===== config.mk =====
export PLATFORM = sky130hd
export DESIGN_NAME = mux4_rr_tx_flat
export DESIGN_NICKNAME = d
export VERILOG_FILES = /design/src/rtl/mux4_rr_tx_pkg.sv /design/src/rtl/mux4_rr_tx_if.sv /design/src/rtl/mux4_rr_tx_rr_arbiter4.sv /design/src/rtl/mux4_rr_tx.sv /design/src/flat_wrapper.sv
export SDC_FILE = /design/constraint.sdc
export NUM_CORES = 1
export LEC_CHECK = 0
export ABC_AREA = 0
export BUFFER_PORTS_ARGS = -buffer_cell sky130_fd_sc_hd__buf_2
export CAP_MARGIN = 20
export CORE_AREA = 5 5 54 56
export DETAILED_ROUTE_END_ITERATION = 12
export DIE_AREA = 0 0 59 61
export PLACE_DENSITY = 0.7
export SYNTH_ARGS = -nofsm -noshare
export SYNTH_HDL_FRONTEND = slang
export SYNTH_HIERARCHICAL = 1
export SYNTH_SLANG_ARGS = --single-unit
export TNS_END_PERCENT = 20

===== constraint.sdc =====
create_clock -name clk -period 2 [get_ports clk]
set_input_delay 0.2 -clock clk [delete_from_list [all_inputs] [get_ports clk]]
set_output_delay 0.2 -clock clk [all_outputs]
set_load 0.05 [all_outputs]

===== src/rtl/mux4_rr_tx_pkg.sv =====
// Shared constants, select encodings and state type for the 4-way round-robin
// transmit multiplexer and its arbiter.
package mux4_rr_tx_pkg;

   localparam int NUM_CH = 4;
   localparam int SEL_W  = 2;

   typedef logic [SEL_W-1:0] sel_t;

   // Select codes; the receiving demux routes CHn to its output dn.
   localparam sel_t CH0 = 2'b00;
   localparam sel_t CH1 = 2'b01;
   localparam sel_t CH2 = 2'b10;
   localparam sel_t CH3 = 2'b11;

   typedef enum logic {
      ST_EMPTY = 1'b0,
      ST_FULL  = 1'b1
   } fsm_state_t;

   function automatic logic [NUM_CH-1:0] sel_onehot(input sel_t sel);
      logic [NUM_CH-1:0] oh;
      oh = '0;
      case (sel)
         CH0:     oh = 4'b0001;
         CH1:     oh = 4'b0010;
         CH2:     oh = 4'b0100;
         CH3:     oh = 4'b1000;
         default: oh = '0;
      endcase
      return oh;
   endfunction

   // 2-bit increment, wraps 3 -> 0.
   function automatic sel_t sel_next(input sel_t sel);
      return sel + sel_t'(1);
   endfunction

endpackage


===== src/rtl/mux4_rr_tx_if.sv =====
// Bundle of the four producer handshakes and the merged output stream.
// Handshake rule: a word moves in any cycle where its valid and ready are both 1.
interface mux4_rr_tx_if #(
   parameter int WIDTH = 8
);
   import mux4_rr_tx_pkg::*;

   logic [NUM_CH-1:0]       in_valid;
   logic [NUM_CH*WIDTH-1:0] in_data;
   logic [NUM_CH-1:0]       in_ready;
   logic                    out_valid;
   logic [WIDTH-1:0]        out_data;
   sel_t                    out_sel;
   logic                    out_ready;

   modport master (
      output in_valid,
      output in_data,
      output out_ready,
      input  in_ready,
      input  out_valid,
      input  out_data,
      input  out_sel
   );

   modport slave (
      input  in_valid,
      input  in_data,
      input  out_ready,
      output in_ready,
      output out_valid,
      output out_data,
      output out_sel
   );

endinterface


===== src/rtl/mux4_rr_tx_rr_arbiter4.sv =====
// Combinational round-robin picker: first requester at or after ptr, wrapping.
// When nothing requests, grant reflects ptr and any is low.
module rr_arbiter4
   import mux4_rr_tx_pkg::*;
(
   input  sel_t              ptr,
   input  logic [NUM_CH-1:0] req,
   output sel_t              grant,
   output logic              any
);

   assign any = |req;

   // Scan from the farthest candidate back to ptr so the nearest one wins.
   always_comb begin
      sel_t idx;
      grant = ptr;
      idx   = ptr;
      for (int k = NUM_CH - 1; k >= 0; k--) begin
         idx = ptr + sel_t'(k);
         if (req[idx]) begin
            grant = idx;
         end
      end
   end

endmodule


===== src/rtl/mux4_rr_tx.sv =====
// 4-to-1 round-robin transmit mux: one output register tagged with its source
// channel, refilled in the same cycle it drains so throughput stays 1 word/cycle.
module mux4_rr_tx
   import mux4_rr_tx_pkg::*;
#(
   parameter int WIDTH = 8
) (
   input  logic       clk,
   input  logic       rst,
   mux4_rr_tx_if.slave bus,
   output fsm_state_t state_dbg
);

   fsm_state_t        state_q;
   fsm_state_t        state_n;
   sel_t              ptr_q;
   sel_t              grant;
   logic              any;
   logic              load;
   logic [NUM_CH-1:0] ready;
   logic [WIDTH-1:0]  data_q;
   sel_t              sel_q;
   logic [WIDTH-1:0]  words [NUM_CH];

   rr_arbiter4 u_arb (
      .ptr   (ptr_q),
      .req   (bus.in_valid),
      .grant (grant),
      .any   (any)
   );

   always_comb begin
      for (int i = 0; i < NUM_CH; i++) begin
         words[i] = bus.in_data[i*WIDTH +: WIDTH];
      end
   end

   always_ff @(posedge clk) begin
      if (rst) begin
         state_q <= ST_EMPTY;
      end else begin
         state_q <= state_n;
      end
   end

   // in_ready depends only on valids, pointer, occupancy and out_ready.
   always_comb begin
      state_n = state_q;
      load    = 1'b0;
      ready   = '0;
      case (state_q)
         ST_EMPTY: begin
            load = any & ~rst;
            if (load) begin
               state_n = ST_FULL;
            end
         end
         ST_FULL: begin
            load = bus.out_ready & any & ~rst;
            if (bus.out_ready && !load) begin
               state_n = ST_EMPTY;
            end
         end
         default: begin
            state_n = ST_EMPTY;
         end
      endcase
      if (load) begin
         ready = sel_onehot(grant);
      end
   end

   always_ff @(posedge clk) begin
      if (rst) begin
         data_q <= '0;
         sel_q  <= CH0;
         ptr_q  <= CH0;
      end else if (load) begin
         data_q <= words[grant];
         sel_q  <= grant;
         ptr_q  <= sel_next(grant);
      end
   end

   assign bus.in_ready  = ready;
   assign bus.out_valid = (state_q == ST_FULL);
   assign bus.out_data  = data_q;
   assign bus.out_sel   = sel_q;
   assign state_dbg     = state_q;

endmodule


===== src/flat_wrapper.sv =====
// flat-port wrapper written by rule: the top's interface ports become plain ports
module mux4_rr_tx_flat import mux4_rr_tx_pkg::*;
#(
   parameter int WIDTH = 8
)
  (clk, rst, state_dbg, bus_in_valid, bus_in_data, bus_out_ready, bus_in_ready, bus_out_valid, bus_out_data, bus_out_sel);
  mux4_rr_tx_if #(.WIDTH(WIDTH)) bus_i ();
  input  logic clk;
  input  logic rst;
  output fsm_state_t state_dbg;
  input wire logic [$bits(bus_i.in_valid)-1:0] bus_in_valid;
  input wire logic [$bits(bus_i.in_data)-1:0] bus_in_data;
  input wire logic [$bits(bus_i.out_ready)-1:0] bus_out_ready;
  output wire logic [$bits(bus_i.in_ready)-1:0] bus_in_ready;
  output wire logic [$bits(bus_i.out_valid)-1:0] bus_out_valid;
  output wire logic [$bits(bus_i.out_data)-1:0] bus_out_data;
  output wire logic [$bits(bus_i.out_sel)-1:0] bus_out_sel;
  assign bus_i.in_valid = bus_in_valid;
  assign bus_i.in_data = bus_in_data;
  assign bus_i.out_ready = bus_out_ready;
  assign bus_in_ready = bus_i.in_ready;
  assign bus_out_valid = bus_i.out_valid;
  assign bus_out_data = bus_i.out_data;
  assign bus_out_sel = bus_i.out_sel;
  mux4_rr_tx #(.WIDTH(WIDTH)) u_core (.clk(clk), .rst(rst), .bus(bus_i), .state_dbg(state_dbg));
endmodule

---- Yosys cells after proc, flatten, opt, wreduce, memory -nomap -nowiden ----
Cells that the tools add are included.
storage, ports and cells
  bits of input ports ..................... 39
  flip-flop bits (word level) ............. 13
  word-level logic and storage cells ...... 47
  output and inout port bits .............. 16
operators by class
  bitwise logic cells ..................... 6
  $add $sub $neg .......................... 4
  reductions and logical operators ........ 4
  $lt $le $gt $ge ......................... 5
  multiplexer cells ....................... 21
  equality and inequality tests ........... 3
operators with widths
  operator                                                              number
  8-bit binary-select mux with 2-bit select                             1
  8-bit 2-to-1 mux                                                      2
  4-bit case mux with 4 select lines                                    1
  2-bit by 3-bit < comparator with 1-bit output, second input constant  4
  1-bit binary-select mux with 2-bit select                             4
  2-bit 2-to-1 mux                                                      4
  1-bit 2-to-1 mux                                                      6
  2-bit by 1-bit adder with 2-bit output, second input constant         2
  2-bit adder, second input constant                                    2
  2-bit == test, second input constant                                  2
  4-bit 2-to-1 mux                                                      1
  1-bit case mux with 2 select lines                                    2
  4-bit OR reduction                                                    1
  1-bit AND                                                             3
  3-bit greater-or-equal comparator, second input constant              1
  2-bit inverter with 3-bit output                                      1
  2-bit by 1-bit == test with 1-bit output, second input constant       1
  2-bit logical NOT                                                     1
  1-bit inverter                                                        2
  1-bit logical AND                                                     1
  1-bit logical NOT                                                     1

---- Logic depth before layout (Yosys ltp) ----
  depth after elaboration ................. 11
  gate-level depth with buffers ........... 7
  gate-level depth less buffers ........... 6

---- By module ----
Netlist, hierarchy kept.
by module, submodules not included
  module       cells each  instances  seq. area each (um^2)  area each (um^2)
  mux4_rr_tx   53          1          260.2                  695.7
  rr_arbiter4  16          1          0.0                    100.1

---- Worst setup path after synthesis ----
No wires, ideal clock.
  kind .................................... reg-to-output
  start ................................... reg u_core.ptr_q[0]
  end ..................................... out bus_in_ready[1]
  setup slack ............................. -0.054 ns
  stages on the path, launching flop included .. 8
  buffers on the path ..................... 1
  required time ........................... 1.800 ns
  data arrival time ....................... 1.854 ns
  cell sequence ........................... dfxtp_1 -> and2b_2 -> or4_1 -> nand2_1 -> buf_2 -> inv_1 -> ha_1 -> and2_1
on the way
  longest elaborated chain between the ends .. 10
  elaborated cells between the ends (all ways) .. 21
  classes of those cells .................. add/sub (3); eq/ne (3); mux (14); reduce/logical (1)
ends and longest elaborated chain
  item                                         line                          RTL
  start, declared                              mux4_rr_tx.sv:16              sel_t ptr_q;
  start signal, assigned                       mux4_rr_tx.sv:81              ptr_q <= sel_next(grant);
  2-bit adder                                  mux4_rr_tx_rr_arbiter4.sv:20  idx = ptr + sel_t'(k);
  1-bit binary-select mux with 2-bit select    mux4_rr_tx_rr_arbiter4.sv:21  if (req[idx]) begin
  1-bit 2-to-1 mux (not written as such)       mux4_rr_tx_rr_arbiter4.sv:21
  2-bit 2-to-1 mux (3 in series)               mux4_rr_tx_rr_arbiter4.sv:21
  2-bit 2-to-1 mux *                           mux4_rr_tx_rr_arbiter4.sv:21
  named net u_core.grant[1]                    mux4_rr_tx.sv:17              sel_t grant;
  2-bit == test, or another cell as far along  mux4_rr_tx_pkg.sv:24          case (sel)
  4-bit case mux with 4 select lines *         mux4_rr_tx_pkg.sv:24
  4-bit 2-to-1 mux *                           mux4_rr_tx.sv:68              if (load) begin
  end, declared                                flat_wrapper.sv:14            output wire logic [$bits(bus_i.in_ready)-1:0] bus_in_ready;
The timed path passes the listed nets; every way through them passes the cells marked *. The select of a mux whose other input is x is not followed.

---- Worst setup path after layout ----
  start ................................... reg u_core.ptr_q[0]
  end ..................................... out bus_in_ready[0]
The elaborated chain is that of the path after synthesis.

==> out/results.ini <==
[placed_design]
port-buffer-count = 54
gp_congestion = 0.726
preCtsSetupSlack_ns = -0.0389
dp.cells = 154
dpl.hpwl_mm = 1.93

[global_routing]
grt_pass1_wl_mm = 4.27
grt_max_degree = 17
grt_pass1_vias = 911
antenna_found_initial = 0
globalRouteOverflowTotal = 0
groute.usage.overall = 0.158

[die]
die-area_mm2 = 0.00360
ios = 55
die_h_um = 61
coreArea_mm2 = 0.00239
start_util = 0.333
die_w_um = 59
num_rows = 18

[setup_path]
slowest_delay_ns = 0.49
worstPathRequired_ns = 1.80
critPathArrivalTime_ns = 1.90
cp_cell_sequence = and2b_2, or4_4, nand2_4, inv_2, ha_2, and2_4, buf_8
critPathCaptureType = output port
crit_family = simple AND/OR/NAND/NOR gates
path_max_fanout = 3
crit_buf_inv = 2
cp_slowest_cell = or4_4
worst-setup-path-type = reg -> out
start_kind = flop

[logic_synthesis]
synth_area_leaders = dfxtp_1, mux4_2, a22o_1, ha_1, and2_1
synth.distinct_cells = 23
async_flop_share = 0
synthTopCellsByCount = dfxtp_1, a22o_1, mux4_2
synth_edf_count = 0
syn_area_um2 = 796
synth_nets = 112
synth_most_common_cell = dfxtp_1
syn_inst = 69
synth-main-ff-cell = dfxtp_1
yosysSeqAreaShare = 0.327
avgSynthCellArea_um2 = 11.5
ys_ff_latch = 13
synth_top_area_frac = 0.327
synth_top_cell_by_area = dfxtp_1
yosysWarnings = 6

[layout]
drive_gt1_frac = 0.716
antenna_cells = 0
synthToLayoutAreaGrowth_pct = 66.2
fillerInstances = 219
nets = 178
fin_cells = 164

[routing]
drc = 0
wl_per_cell_um = 15.9
viasPerCell = 5.15
postRouteAntennaNets = 0
dr.pass1.iters = 4
wl_mm = 2.61
drtIter0Drc = 30
via_count = 845

[status]
status = finished, violations left
violations = setup timing

[sta]
hold_viol_final = 0
setup_violations = 5
max_slew_margin = 0.771
fin_skew_ns = 0.00622
drv_slew = 0
fin_crit_sh = 1.05
hold_slack_ns = 0.123
rsz0062_at_grt = yes
max_freq_mhz = 476
finalWorstSetupSlack_ns = -0.0991
fin_crit_ns = 2.10
worst_pin_slew_ns = 0.340

[pwr]
power.leakage_uw = 0.000645
p_per_area_mw_per_mm2 = 852
peakVddDrop_mv = 0.494

[clocking]
htree_num_levels = 1
cts_root_buf = clkbuf_4
cts_buffers = 3
clk_latency_ns = 0.27
clk_pin_slew_ns = 0.08
hold_buffers = 0
cts_sinks = 13
ctsLongestPathBuffers = 2
cts_tree = built

[run]
maxCapViolations = 0

[hold_path]
hp-class = in -> reg

## cells by family after synthesis
family,synth area share
AO/OA/AOI/OAI,0.190
multiplexers,0.226
flip-flops,0.327
AND/OR/NAND/NOR,0.132
buffers and inverters,0.0613
adder cells (fa/ha/maj),0.0629
## worst reg2reg max path: stages (launching register included)
cell       delay, ns
dfxtp_2         0.36
buf_4           0.12
inv_1           0.05
a2bb2oi_1       0.14
o221a_2         0.24
buf_12          0.12
buf_4           0.13
mux4_2          0.50
a22o_1          0.24
## sequential cells by signal (all words and copies together) (netlist names)
| signal | cells |
|---|---|
| u_core/ptr_q | 2 |
| u_core/bus.out_data | 8 |
| u_core/bus.out_sel | 2 |
| u_core/bus.out_valid | 1 |
## report_power, final
part	total (µW)	leakage [µW]	switching (µW)	internal [µW]
combinational	641	0.000521	337	304
sequential	324	0.000108	22.5	301
clock	162	0.0000150	84.9	77.1
## routing by layer
layer	global-route usage	vias up	share of wire
met5	0	-	0
met1	0.186	398	0.39
met3	0.0213	4	0.097
li1	-	397	-
met2	0.281	46	0.49
met4	0.0809	0	0.020
## layout by cell type (no fill, tap or decap), drive strengths merged
cell type / count
o221a: 1
and3b: 1
nor3b: 1
o21ai: 2
nor3: 1
buf: 66
inv: 4
nand2: 2
a22o: 12
dfxtp: 13
a21oi: 3
and2b: 3
nor2: 2
a2bb2oi: 1
nand2b: 1
or4: 1
ha: 4
clkbuf: 4
and2: 4
mux4: 8
## layout make-up
type	count	area, µm²	share of cell area
sequential	13	263	0.199
timing repair buffer	66	433	0.327
inverter	4	15.0	0.0114
tap	30	37.5	0.0284
multi-input combinational	47	548	0.414
clock buffer	4	26.3	0.0199
## worst paths after layout
kind | start | to | slack (ns) | cells after the start
max | u_core/ptr_q[0] | bus_in_ready[0] | -0.1 | 7
min | rst | u_core/bus.out_valid | 0.12 | 2
max reg2reg | u_core/ptr_q[1] | u_core/bus.out_data[7] | 0 | 8
min reg2reg | u_core/bus.out_data[7] | u_core/bus.out_data[7] | 0.48 | 1
## metrics by stage
stage | cell area, µm² | total power (µW) | util | TNS, ns
after global routing | 1320 | 1190 | 0.554 | -0.794
after global placement | 1130 | 832 | 0.473 | 0
after floorplan | 801 | 698 | - | 0
final | 1320 | 1130 | 0.554 | -0.360
after CTS | 1310 | 1120 | 0.550 | -0.320
after detailed placement | 1130 | 845 | 0.473 | -0.0699
## what timing repair did
action,CTS,global route
buffers inserted,6,0
resized for setup,32,1
pin swaps,2,1
setup endpoints to repair,5,11
Power figures use the tool's default switching activity.
